File: src/rtl/game_pkg.sv
// game_pkg: key bit encoding shared with the sprite controller, plus the debounce state type.
package game_pkg;

    localparam int NKEYS     = 4;
    localparam int KEY_RIGHT = 0;
    localparam int KEY_DOWN  = 1;
    localparam int KEY_UP    = 2;
    localparam int KEY_LEFT  = 3;

    typedef enum logic [1:0] {UP, CHECK_DOWN, DOWN, CHECK_UP} deb_state_t;

endpackage

File: src/rtl/debounce_channel.sv
// debounce_channel: two-flop synchroniser, stability counter and press/release FSM for one key.
module debounce_channel
    import game_pkg::*;
#(
    parameter int DEBOUNCE_CYCLES = 200000
) (
    input  logic clk,
    input  logic reset_n,
    input  logic raw,
    output logic level,
    output logic press,
    output logic rel
);

    localparam int               CNT_W = $clog2(DEBOUNCE_CYCLES + 1);
    localparam logic [CNT_W-1:0] LAST  = CNT_W'(DEBOUNCE_CYCLES - 1);

    logic [1:0]       sync;
    logic             s;
    deb_state_t       state, state_nxt;
    logic [CNT_W-1:0] cnt, cnt_nxt;
    logic             level_nxt, press_nxt, rel_nxt;
    logic             settled;

    assign s       = sync[1];
    assign settled = cnt == LAST;

    always_ff @(posedge clk or negedge reset_n) begin
        if (!reset_n) begin
            sync  <= 2'b11;
            state <= UP;
            cnt   <= '0;
            level <= 1'b1;
            press <= 1'b0;
            rel   <= 1'b0;
        end else begin
            sync  <= {sync[0], raw};
            state <= state_nxt;
            cnt   <= cnt_nxt;
            level <= level_nxt;
            press <= press_nxt;
            rel   <= rel_nxt;
        end
    end

    // Counter is cleared on every state change and only advances while checking.
    always_comb begin
        state_nxt = state;
        cnt_nxt   = cnt;
        level_nxt = level;
        press_nxt = 1'b0;
        rel_nxt   = 1'b0;
        case (state)
            UP: if (!s) begin
                state_nxt = CHECK_DOWN;
                cnt_nxt   = '0;
            end
            CHECK_DOWN: if (s) begin
                state_nxt = UP;
                cnt_nxt   = '0;
            end else if (settled) begin
                state_nxt = DOWN;
                cnt_nxt   = '0;
                level_nxt = 1'b0;
                press_nxt = 1'b1;
            end else begin
                cnt_nxt = cnt + 1'b1;
            end
            DOWN: if (s) begin
                state_nxt = CHECK_UP;
                cnt_nxt   = '0;
            end
            CHECK_UP: if (!s) begin
                state_nxt = DOWN;
                cnt_nxt   = '0;
            end else if (settled) begin
                state_nxt = UP;
                cnt_nxt   = '0;
                level_nxt = 1'b1;
                rel_nxt   = 1'b1;
            end else begin
                cnt_nxt = cnt + 1'b1;
            end
        endcase
    end

endmodule

File: src/rtl/key_debouncer.sv
// key_debouncer: independent debounce channels turning raw active-low buttons into a clean key vector.
module key_debouncer #(
    parameter int NKEYS           = game_pkg::NKEYS,
    parameter int DEBOUNCE_CYCLES = 200000
) (
    input  logic             clk,
    input  logic             reset_n,
    input  logic [NKEYS-1:0] key_raw,
    output logic [NKEYS-1:0] key,
    output logic [NKEYS-1:0] key_press,
    output logic [NKEYS-1:0] key_release
);

    for (genvar i = 0; i < NKEYS; i++) begin : g_ch
        debounce_channel #(
            .DEBOUNCE_CYCLES(DEBOUNCE_CYCLES)
        ) u_ch (
            .clk    (clk),
            .reset_n(reset_n),
            .raw    (key_raw[i]),
            .level  (key[i]),
            .press  (key_press[i]),
            .rel    (key_release[i])
        );
    end

endmodule

File: config.mk
export PLATFORM = sky130hd
export DESIGN_NAME = key_debouncer
export DESIGN_NICKNAME = d
export VERILOG_FILES = /design/src/rtl/game_pkg.sv /design/src/rtl/debounce_channel.sv /design/src/rtl/key_debouncer.sv
export SDC_FILE = /design/constraint.sdc
export NUM_CORES = 1
export LEC_CHECK = 0
export BUFFER_PORTS_ARGS = -buffer_cell sky130_fd_sc_hd__buf_2
export CAP_MARGIN = 0
export CORE_ASPECT_RATIO = 0.6
export CORE_UTILIZATION = 30
export CTS_CLUSTER_SIZE = 40
export DETAILED_ROUTE_END_ITERATION = 6
export PLACE_DENSITY = 0.5
export SLEW_MARGIN = 5
export SYNTH_ARGS = -nofsm -noshare
export SYNTH_HDL_FRONTEND = slang
export SYNTH_SLANG_ARGS = --single-unit
File: constraint.sdc
create_clock -name clk -period 3.9 [get_ports clk]
set_input_delay 0.78 -clock clk [delete_from_list [all_inputs] [get_ports clk]]
set_output_delay 0.78 -clock clk [all_outputs]
set_load 0.1 [all_outputs]
==> results of run 1 <==
==> flip-flops by register name (all words and copies together) (netlist names), named ones only <==
signal           count
g_ch.u_ch.cnt       72
g_ch.u_ch.level      4
g_ch.u_ch.press      4
g_ch.u_ch.rel        4
g_ch.u_ch.state      4
g_ch.u_ch.sync       8
==> worst paths after layout <==
kind,endpoint,slack [ns],cells after the start
worst min register to register,g_ch[0].u_ch.sync[1],0.36,0
max in group asynchronous,g_ch[0].u_ch.level,2.38,2
worst max-delay path,g_ch[3].u_ch.cnt[4],1.75,5
min in group asynchronous,asynchronous set/reset pin,0.61,1
worst max register to register,g_ch[3].u_ch.cnt[4],1.75,5
worst min-delay path,g_ch[0].u_ch.sync[1],0.36,0
==> metal layers <==
layer | vias to the layer above | share of wire [%] | track usage [%]
met4 | 0 | 0.58 | 3.10
li1 | 2036 | - | -
met1 | 1989 | 55 | 20.3
met2 | 56 | 40 | 19.0
met3 | 9 | 3.9 | 3.50
met5 | - | 0 | 0
==> area by class of cell <==
| cell class | instances | area share, % |
|---|---|---|
| Sequential cell | 100 | 43.7 |
| Multi-Input combinational cell | 406 | 42.4 |
| Tap cell | 228 | 4.95 |
| Clock buffer | 10 | 4.15 |
| Timing Repair Buffer | 20 | 1.91 |
| Inverter | 25 | 1.63 |
| Clock inverter | 6 | 1.32 |
==> cell usage in the layout, fill, tap and decap left out, types with 5 or more instances in the layout <==
master	synthesis	layout
a21oi_1	38	38
o21ai_1	26	26
clkbuf_16	0	9
and3_1	6	6
a31oi_1	5	5
nor2_1	32	32
nor3b_1	6	6
o211ai_1	5	5
o21ai_0	16	16
nand4_1	10	10
buf_2	4	16
dfrtp_1	88	88
a21o_1	19	19
nand3_1	51	51
or4_1	6	6
nor3_1	16	16
inv_1	25	25
nand2_1	63	63
dfstp_2	12	12
or3_1	17	17
and2_1	7	7
mux2i_1	11	11
nor4_1	10	10
==> per-stage QoR <==
stage | cells | hold WS (ns) | setup WS (ns) | instance area, sq um | power, mW
after detailed placement | 779 | 0.348 | 1.76 | 5450 | 1.19
after global placement | 779 | 0.347 | 1.83 | 5450 | 1.19
after floorplan | 556 | 0.345 | 2.04 | 5210 | 1.15
final | 795 | 0.358 | 1.75 | 5760 | 2.13
after global routing | 795 | 0.362 | 1.51 | 5760 | 2.22
after CTS | 795 | 0.359 | 1.74 | 5760 | 2.17
==> worst max-delay path: stages, from the launching register on <==
cell and delay (ns):
dfstp_2 0.56, xnor2_1 0.18, nand2_1 0.30, a21oi_2 0.68, a21oi_1 0.15, o21ai_0 0.20
==> kinds of logic (layout without fill, tap and decap cells) <==
family                   count (synthesis)  in the layout  synth area share, %
buffers and inverters                   50             61                 4.85
adder cells (fa/ha/maj)                  4              4                0.960
XOR/XNOR                                 4              4                0.672
AND/OR/NAND/NOR                        252            252                 26.8
AO/OA/AOI/OAI                          134            134                 16.1
multiplexers                            12             12                 2.33
flip-flops                             100            100                 48.3
==> power breakdown <==
part / leakage [nW] / internal, mW / switching [mW]
registers: 1.34 / 1.05 / 0.0139
clock network: 0.156 / 0.528 / 0.427
logic: 0.890 / 0.0307 / 0.0740
==> metrics.md, run 1 <==
| Metric | Value |
|---|---|
| Outcome | `completed` |
| Post-Syn Instances | `556` |
| Io pins | `18` |
| H-tree depth | `3` |
| Main synth FF type | `dfrtp_1` |
| Crit end category | `flip-flop` |
| Slew Viols, Final | `0` |
| Asr flop ratio synth | `100%` |
| CTS buffer count | `9` |
| Worst vdd ir | `0.198 mV` |
| Synth Register Bits | `100` |
| Clock Skews | `0.0117 ns` |
| Worst hold path class | `reg2reg` |
| Wire length per cell | `14.1 um` |
| Die Y | `104 um` |
| DR vias | `4090` |
| Syn Area/Cell | `9.37 sq um` |
| Period minus WS final | `2.15 ns` |
| PD cells | `369 mW/mm^2` |
| Hold_buf cts | `0` |
| Final WL | `11.2 mm` |
| Clock Tree Root | `clkbuf_16` |
| Synthesis Warnings | `0` |
| DP Wirelength | `7.64 mm` |
| First-pass GRT wire length | `19.3 mm` |
| Register area | `0.00252 sq mm` |
| Unique masters post-synth | `57` |
| Die width | `172 um` |
| Total track usage | `13.5%` |
| Multi-input gate area | `0.00244 sq mm` |
| Setup TNS Final | `0 ns` |
| Worst-Skew Late Latency | `0.35 ns` |
| CTS sink cnt | `100` |
| Drt via density | `5.14` |
| CP arrival | `2.42 ns` |
| Crit Path Max Fanout | `17` |
| Sequential fraction of the synthesis area | `48.3%` |
| Final setup violation count | `0` |
| Number of synthesized flops with an enable pin | `0` |
| Initial Utilization | `31.4%` |
| CTS tree | `built` |
| DRT iter0 DRCs | `248` |
| Core Util, Final | `34.7%` |
| Yosys top cell by area | `dfrtp_1` |
| Row count | `36` |
| Syn_nets | `566` |
| Worst r2r src | `g_ch[3].u_ch.sync[1]` |
| Core area | `0.0166 sq mm` |
| Max cap viols | `0` |
| Vias in the first global route | `3884` |
| Crit share post-route | `55.1%` |
| Top cells by area, synth | `dfrtp_1 42%, dfstp_2 6.1%, nand3_1 4.9%, nand2_1 4.5%, a21oi_1 3.6%` |
| Area Growth Syn to Fin | `10.6%` |
| Synth Cell Area | `0.00521 sq mm` |
| Post-synth top area share | `42.3%` |
| Post-synth top cells | `88 x dfrtp_1, 63 x nand2_1, 51 x nand3_1` |
| RSZ-0062 raised after global routing | `no` |
| FMAX | `465 MHz` |
| Fillers | `1686` |
| Top-count cell post-synth | `dfrtp_1` |
| Drt drc | `0` |
| Initial antenna violation count | `0` |
| Slew HR | `18.0%` |
| Static leakage | `2.39 nW` |
| CP Class | `reg2reg` |
| Number of antenna-violating nets in the routed design | `0` |
| Final hold vios | `0` |
| Critical Path RT | `4.17 ns` |
| Post-CTS sizing | `0` |
| Gr ovfl total | `0` |
| Pre-Repair DR Iteration Count | `4` |
| Worst setup SP type | `flip-flop` |
| PortBufs | `17` |
| Postcts setup bufs | `0` |
| Hold_sp | `g_ch[0].u_ch.sync[0]` |
| GP Congestion | `0.797` |
| Largest net degree at the start of global routing | `85` |
| Slew at the pin closest to its max-slew limit | `1.23 ns` |
| Crit path from | `g_ch[3].u_ch.sync[1]` |
| Antenna cells | `0` |
| Die ar. | `0.0179 sq mm` |
| Clk pin slew, worst setup/hold paths | `0.08 ns` |
| Fraction of layout instances using a drive strength above 1 | `12.7%` |
| Maximum buffer depth of the clock tree | `2` |
| Fin nets | `572` |
No activity file was read; power rests on OpenSTA's default activity.
==> run 2: changes to the inputs <==
ABC_AREA = 1   (was unset)
clock period = 2 ns   (was 3.9 ns; I/O delays follow)
==> run 2 against run 1 <==
- wire length rose by 3.0%
- first-iteration DRC count rose by 24%
- via count rose by 4.4%
- synthesized cell count rose by 30%
- critical path type unchanged
- largest power group unchanged
==> metrics.md, run 2 <==
| Metric | Value |
|---|---|
| Most common cell after layout, fill and taps aside | `nand2_1` |
| Period minus WS final | `1.80 ns (-0.353 ns)` |
| DP Wirelength | `8.31 mm (+8.8%)` |
| Buf+Inv Stages, Crit Path | `1 (+1)` |
| Top-count cell post-synth | `nand2_1` |
| Syn_nets | `732 (+29%)` |
| Total track usage | `13.4% (-0.12 points)` |
| Worst-Skew Late Latency | `0.34 ns (about the same)` |
| Unique masters post-synth | `34 (-40%)` |
| CTS sink cnt | `100 (unchanged)` |
| GP Congestion | `0.821 (+3.1%)` |
| Critical-path cell list | `ha_1, nand4_4, nor2_4, nand3_2, nand2_2, inv_2, nand3_1, nand2_1` |
| Yosys top cell by area | `dfrtp_1` |
| Area Growth Syn to Fin | `12.1%` |
| Final hold vios | `0 (unchanged)` |
| First-pass GRT wire length | `20.2 mm (+5.1%)` |
| Design area | `0.00624 sq mm (+8.4%)` |
| Fraction of layout instances using a drive strength above 1 | `13.5% (+0.76 points)` |
| Post-synth top area share | `39.5% (-2.7 points)` |
| Critical-path top delay cell | `dfrtp_1` |
| Io pins | `18 (unchanged)` |
| Cell Int Power | `3.43 mW (+110%)` |
| Asr flop ratio synth | `100% (unchanged)` |
| Clock Skews | `0.00890 ns (-0.00284 ns)` |
| Syn Area/Cell | `7.72 sq um (-18%)` |
| Static leakage | `2.88 nW (+21%)` |
| Most frequent cells in the layout | `227 x nand2_1, 88 x dfrtp_1, 81 x inv_1, 71 x nand3_1, 71 x nor2_1` |
| Fillers | `1884 (+12%)` |
| Slew Viols, Final | `0 (unchanged)` |
| Clock Tree Root | `clkbuf_16` |
| Synthesis Warnings | `0 (unchanged)` |
| Worst vdd ir | `0.478 mV (+140%)` |
| Outcome | `completed` |
| Largest net degree at the start of global routing | `101 (+19%)` |
| PD cells | `706 mW/mm^2 (+91%)` |
| Clk pin slew, worst setup/hold paths | `0.07 ns (about the same)` |
| Synth Register Bits | `100 (unchanged)` |
| Post-synth top cells | `227 x nand2_1, 88 x dfrtp_1, 81 x inv_1` |
| Worst hold path class | `in2async` |
| DR vias | `4270 (+4.4%)` |
| Crit end category | `flip-flop` |
| PortBufs | `17 (unchanged)` |
| Sequential group share of total power | `47.9% (-2.3 points)` |
| Critical Path RT | `2.22 ns (-1.95 ns)` |
| Max cap viols | `0 (unchanged)` |
| Max stage delay on crit path | `0.45 ns (-0.23 ns)` |
| Main synth FF type | `dfrtp_1` |
| CP arrival | `2.02 ns (-0.40 ns)` |
| CTS buffer count | `9 (unchanged)` |
| Placed inst area | `0.00588 sq mm (+8.0%)` |
| Drt drc | `0 (unchanged)` |
| Pwr Total | `4.41 mW (+110%)` |
| Initial antenna violation count | `0 (unchanged)` |
| Pre-Repair DR Iteration Count | `5 (+1)` |
| Gr ovfl total | `0 (unchanged)` |
| CTS tree | `built` |
| Post-CTS sizing | `0 (unchanged)` |
| Fin nets | `748 (+31%)` |
| Synth Cell Area | `0.00557 sq mm (+6.9%)` |
| Row count | `38 (+5.6%)` |
| H-tree depth | `3 (unchanged)` |
| Drt via density | `4.34 (-16%)` |
| Postcts setup bufs | `0 (unchanged)` |
| Setup TNS Final | `0 ns (unchanged)` |
| CP Class | `reg2reg` |
| Antenna cells | `0 (unchanged)` |
| Hold_buf cts | `0 (unchanged)` |
| Maximum buffer depth of the clock tree | `2 (unchanged)` |
| Combinational share of power | `4.8% (about the same)` |
| FMAX | `556 MHz (+20%)` |
| Top cells by area, synth | `dfrtp_1 40%, nand2_1 15%, nand3_1 6.4%, dfstp_2 5.7%, inv_1 5.5%` |
| Number of synthesized flops with an enable pin | `0 (unchanged)` |
| Slew at the pin closest to its max-slew limit | `0.603 ns (-0.623 ns)` |
| Worst setup SP type | `flip-flop` |
| Switching Power | `985 uW (+91%)` |
| Hold slack | `0.0726 ns (-0.285 ns)` |
| Largest Register | `g_ch.u_ch.cnt` |
| Final WL | `11.6 mm (+3.0%)` |
| RSZ-0062 raised after global routing | `no` |
| Crit Path Max Fanout | `8 (-9)` |
| Clock power frac | `47.3% (+2.4 points)` |
| Sequential fraction of the synthesis area | `45.2% (-3.1 points)` |
| Slew HR | `59.8% (+42 points)` |
| Post-Syn Instances | `722 (+30%)` |
| Largest regs | `g_ch.u_ch.cnt: 72 flops, g_ch.u_ch.sync: 8 flops` |
| Final setup violation count | `0 (unchanged)` |
| Number of antenna-violating nets in the routed design | `0 (unchanged)` |
| Max reg flops | `72 (unchanged)` |
| Crit share post-route | `89.9% (+35 points)` |
| Core area | `0.0181 sq mm (+9.0%)` |
| Vias in the first global route | `4015 (+3.4%)` |
| Wire length per cell | `11.8 um (-17%)` |
| Die ar. | `0.0191 sq mm (+6.8%)` |
| Die width | `178 um (+3.3%)` |
| DRT iter0 DRCs | `307 (+24%)` |
| Switch share | `22.3% (-1.9 points)` |
| Initial Utilization | `30.8% (-0.60 points)` |
| Die Y | `108 um (+3.3%)` |
| Crit-path leading delay family | `simple AND/OR/NAND/NOR gates` |
==> run 2: cell types whose count changed after synthesis, sizes merged, moves of 19 or more <==
cell and change:
nand2 +173, nand3 +29, a21o -21, inv +61, o22ai +19, xor2 +20, a21oi -32, nor2 +55
==> run 2: final cells by class <==
cell class / count / area (sq um) / share of cell area, %
Clock inverter: 5 / 108 / 1.72
Multi-Input combinational cell: 517 / 2590 / 41.4
Timing Repair Buffer: 24 / 153 / 2.44
Clock buffer: 11 / 253 / 4.05
Sequential cell: 100 / 2520 / 40.3
Inverter: 86 / 328 / 5.25
Tap cell: 240 / 300 / 4.81
==> run 2: power by group through the flow <==
stage,Clock (mW),Combinational (mW),Sequential (mW)
6_report,2.09,0.211,2.11
3_5_place_dp,0,0.217,2.15
4_1_cts,2.16,0.219,2.11
5_1_grt,2.23,0.247,2.12
2_1_floorplan,0,0.121,2.14
3_3_place_gp,0,0.223,2.15
==> run 2: worst paths after layout <==
check | from | endpoint | slack, ns | depth (start not counted)
max in group asynchronous | reset_n | g_ch[3].u_ch.cnt[9] | 1.42 | 2
worst min-delay path | reset_n | g_ch[2].u_ch.cnt[0] | 0.07 | 2
worst max register to register | g_ch[3].u_ch.cnt[0] | g_ch[3].u_ch.cnt[11] | 0.20 | 8
worst min register to register | g_ch[3].u_ch.sync[0] | g_ch[3].u_ch.sync[1] | 0.36 | 0
worst max-delay path | g_ch[3].u_ch.cnt[0] | g_ch[3].u_ch.cnt[11] | 0.20 | 8
min in group clk | key_raw[0] | g_ch[0].u_ch.sync[0] | 0.15 | 1
==> run 2: worst register-to-register path, cell delays in order, from the launching register on <==
cell and delay (ns):
dfrtp_1 0.45, ha_1 0.29, nand4_4 0.17, nor2_4 0.13, nand3_2 0.15, nand2_2 0.22, inv_2 0.12, nand3_1 0.10
nand2_1 0.05
==> run 2: layer usage <==
layer | GRT usage [%] | vias to the layer above | wire length, um
met5 | 0 | - | 0
met4 | 2.01 | 0 | 34
met3 | 3.71 | 4 | 420
met2 | 17.2 | 58 | 4110
met1 | 21.5 | 1887 | 7000
li1 | - | 2321 | -
==> run 2: kinds of logic (layout without fill, tap and decap cells) <==
logic type	count (synthesis)	after routing	synth area share [%]
compound gates	64	64	6.58
flops	100	100	45.2
buf+inv	105	126	8.38
xor+xnor	24	24	3.77
fa+ha+maj	4	4	0.899
simple gates	425	425	35.2
==> run 2: metrics by stage <==
stage,cells,setup WS [ns],util (%)
after floorplan,722,0.534,-
after global placement,967,0.290,32.5
after detailed placement,967,0.223,32.5
after CTS,983,0.205,34.5
after global routing,983,0.0474,34.5
final,983,0.203,34.5
==> run 3: changes to the inputs <==
CORE_MARGIN = 3   (was unset)
==> run 3 against run 2 <==
- global-route usage is 1.1 points lower
- combinational power is 4% higher
- register-to-register slack worse by 0.04 ns
- wire length is 3.4% higher
- final cell count is 0.20% lower
- first-iteration DRC count is 5.5% lower
- critical path type unchanged
- highest routed layer unchanged
==> metrics.md, run 3 (synthesized netlist as in run 2, its figures left out) <==
| Metric | Value |
|---|---|
| Outcome | `completed` |
| Crit share post-route | `91.9% (+2.0 points)` |
| Reg2Reg Depth | `8 (unchanged)` |
| CTS buffer count | `9 (unchanged)` |
| Most frequent cells in the layout | `227 x nand2_1, 88 x dfrtp_1, 81 x inv_1, 71 x nand3_1, 71 x nor2_1` |
| Clock Skews | `0.0108 ns (+0.00195 ns)` |
| Hold_buf cts | `1 (+1)` |
| Largest regs | `g_ch.u_ch.cnt: 72 flops, g_ch.u_ch.sync: 8 flops` |
| CP arrival | `2.08 ns (+0.06 ns)` |
| Row count | `37 (-2.6%)` |
| Worst-Skew Late Latency | `0.35 ns (about the same)` |
| CTS tree | `built` |
| Most common cell after layout, fill and taps aside | `nand2_1` |
| Total track usage | `12.3% (-1.1 points)` |
| Area Growth Syn to Fin | `11.8%` |
| Fin nets | `752 (+0.53%)` |
| Slew HR | `66.1% (+6.3 points)` |
| M2 GR Usage | `14.0% (-3.2 points)` |
| Design area | `0.00623 sq mm (-0.28%)` |
| Vias in the first global route | `3983 (-0.80%)` |
| FMAX | `544 MHz (-2.2%)` |
| Static leakage | `2.88 nW (about the same)` |
| Slew Viols, Final | `0 (unchanged)` |
| Antenna cells | `0 (unchanged)` |
| Final non-filler cell total | `981 (-0.20%)` |
| Crit Path Max Fanout | `12 (+4)` |
| Maximum buffer depth of the clock tree | `2 (unchanged)` |
| Drt drc | `0 (unchanged)` |
| Max cap viols | `0 (unchanged)` |
| Die ar. | `0.0203 sq mm (+6.1%)` |
| Hold_sp | `key_raw[0]` |
| Largest Register | `g_ch.u_ch.cnt` |
| Worst hold path class | `in2reg` |
| Slew at the pin closest to its max-slew limit | `0.512 ns (-0.0911 ns)` |
| Drt via density | `4.48 (+3.1%)` |
| Placed inst area | `0.00591 sq mm (+0.47%)` |
| Die width | `182 um (+2.2%)` |
| Worst vdd ir | `0.374 mV (-22%)` |
| RSZ-0062 raised after global routing | `no` |
| Pre-Repair DR Iteration Count | `6 (+1)` |
| Max reg flops | `72 (unchanged)` |
| Clock Tree Root | `clkbuf_16` |
| Final WL | `12.0 mm (+3.4%)` |
| CP Class | `reg2reg` |
| DR vias | `4394 (+2.9%)` |
| Hold slack | `0.144 ns (+0.0714 ns)` |
| Register area | `0.00252 sq mm (unchanged)` |
| Initial Utilization | `31.6% (+0.83 points)` |
| GP Congestion | `0.840 (+2.3%)` |
| Core area | `0.0176 sq mm (-2.6%)` |
| PortBufs | `17 (unchanged)` |
| Io pins | `18 (unchanged)` |
| CTS sink cnt | `100 (unchanged)` |
| Global routing met1 resource utilization | `21.5% (-0.062 points)` |
| Period minus WS final | `1.84 ns (+0.0401 ns)` |
| Final hold vios | `0 (unchanged)` |
| Largest net degree at the start of global routing | `46 (-54%)` |
| M3 GR Usage | `3.04% (-0.67 points)` |
| Register-to-register setup slack | `0.16 ns (-0.04 ns)` |
| Crit end category | `flip-flop` |
| Post-CTS sizing | `0 (unchanged)` |
| Critical Path RT | `2.24 ns (+0.02 ns)` |
| PD cells | `664 mW/mm^2 (-6.0%)` |
| Multi-input gate area | `0.00259 sq mm (unchanged)` |
| First-pass GRT wire length | `20.4 mm (+1.1%)` |
| DP Wirelength | `8.87 mm (+6.8%)` |
| Most Crowded Layer GR | `met1` |
| Wire length per cell | `12.2 um (+3.6%)` |
| Worst hold path depth | `1` |
| Gr ovfl total | `0 (unchanged)` |
| H-tree depth | `3 (unchanged)` |
| Pwr Total | `4.13 mW (-6.3%)` |
| Setup TNS Final | `0 ns (unchanged)` |
| Fillers | `1825 (-3.1%)` |
| Worst R2R End | `g_ch[3].u_ch.cnt[14]` |
| Hold Path Sink | `g_ch[0].u_ch.sync[0]` |
| Die Y | `112 um (+3.7%)` |
| Worst setup SP type | `flip-flop` |
| Fraction of layout instances using a drive strength above 1 | `13.8% (+0.33 points)` |
| Number of antenna-violating nets in the routed design | `0 (unchanged)` |
| Placed cells | `964 (-0.31%)` |
| Worst r2r src | `g_ch[3].u_ch.cnt[0]` |
| Postcts setup bufs | `0 (unchanged)` |
| Clk pin slew, worst setup/hold paths | `0.08 ns (about the same)` |
| Crit path from | `g_ch[3].u_ch.cnt[0]` |
| DRT iter0 DRCs | `290 (-5.5%)` |
| Initial antenna violation count | `0 (unchanged)` |
| Final setup violation count | `0 (unchanged)` |
## run 3: layer usage
layer	wire, um	part of all wire [%]	vias up
met1	7390	62	1975
met5	0	0	-
li1	-	-	2331
met2	3890	33	78
met4	113	0.95	0
met3	556	4.7	10
## run 3: area by class of cell
type | count | area share (%)
multi-input combinational | 517 | 41.5
timing repair buffer | 28 | 3.17
clock buffer | 9 | 3.62
clock inverter | 7 | 1.29
tap | 234 | 4.70
inverter | 86 | 5.26
sequential | 100 | 40.4
## run 3: how the worst max path moves through the flow
stage	end	slack (ns)	cells after the start
floorplan	g_ch[0].u_ch.cnt[14]	0.53	10
global placement	g_ch[3].u_ch.cnt[14]	0.25	8
detailed placement	g_ch[3].u_ch.cnt[14]	0.16	8
CTS	g_ch[3].u_ch.cnt[14]	0.16	8
global route	g_ch[3].u_ch.cnt[11]	0.01	8
finish	g_ch[3].u_ch.cnt[14]	0.16	8
## run 3: power by group
part	switching, mW	leakage (nW)	internal [mW]	total (mW)
Clock	0.814	0.148	0.988	1.80
Sequential	0.0440	1.34	2.07	2.11
Combinational	0.153	1.39	0.0660	0.219
## run 3: metrics by stage
| step | worst slack (ns) | util, % |
|---|---|---|
| finish | 0.163 | 35.3 |
| global route | 0.0127 | 35.3 |
| CTS | 0.157 | 35.3 |
| detailed placement | 0.162 | 33.5 |
| global placement | 0.247 | 33.5 |
| floorplan | 0.534 | - |
## run 3: worst max-delay path, stage by stage (launching register included)
cell and delay [ns]:
dfrtp_1 0.44, ha_1 0.31, nand4_4 0.16, nor2_4 0.14, nand3_2 0.14, nand2_2 0.26
inv_2 0.14, nand3_1 0.11, nand2_1 0.05
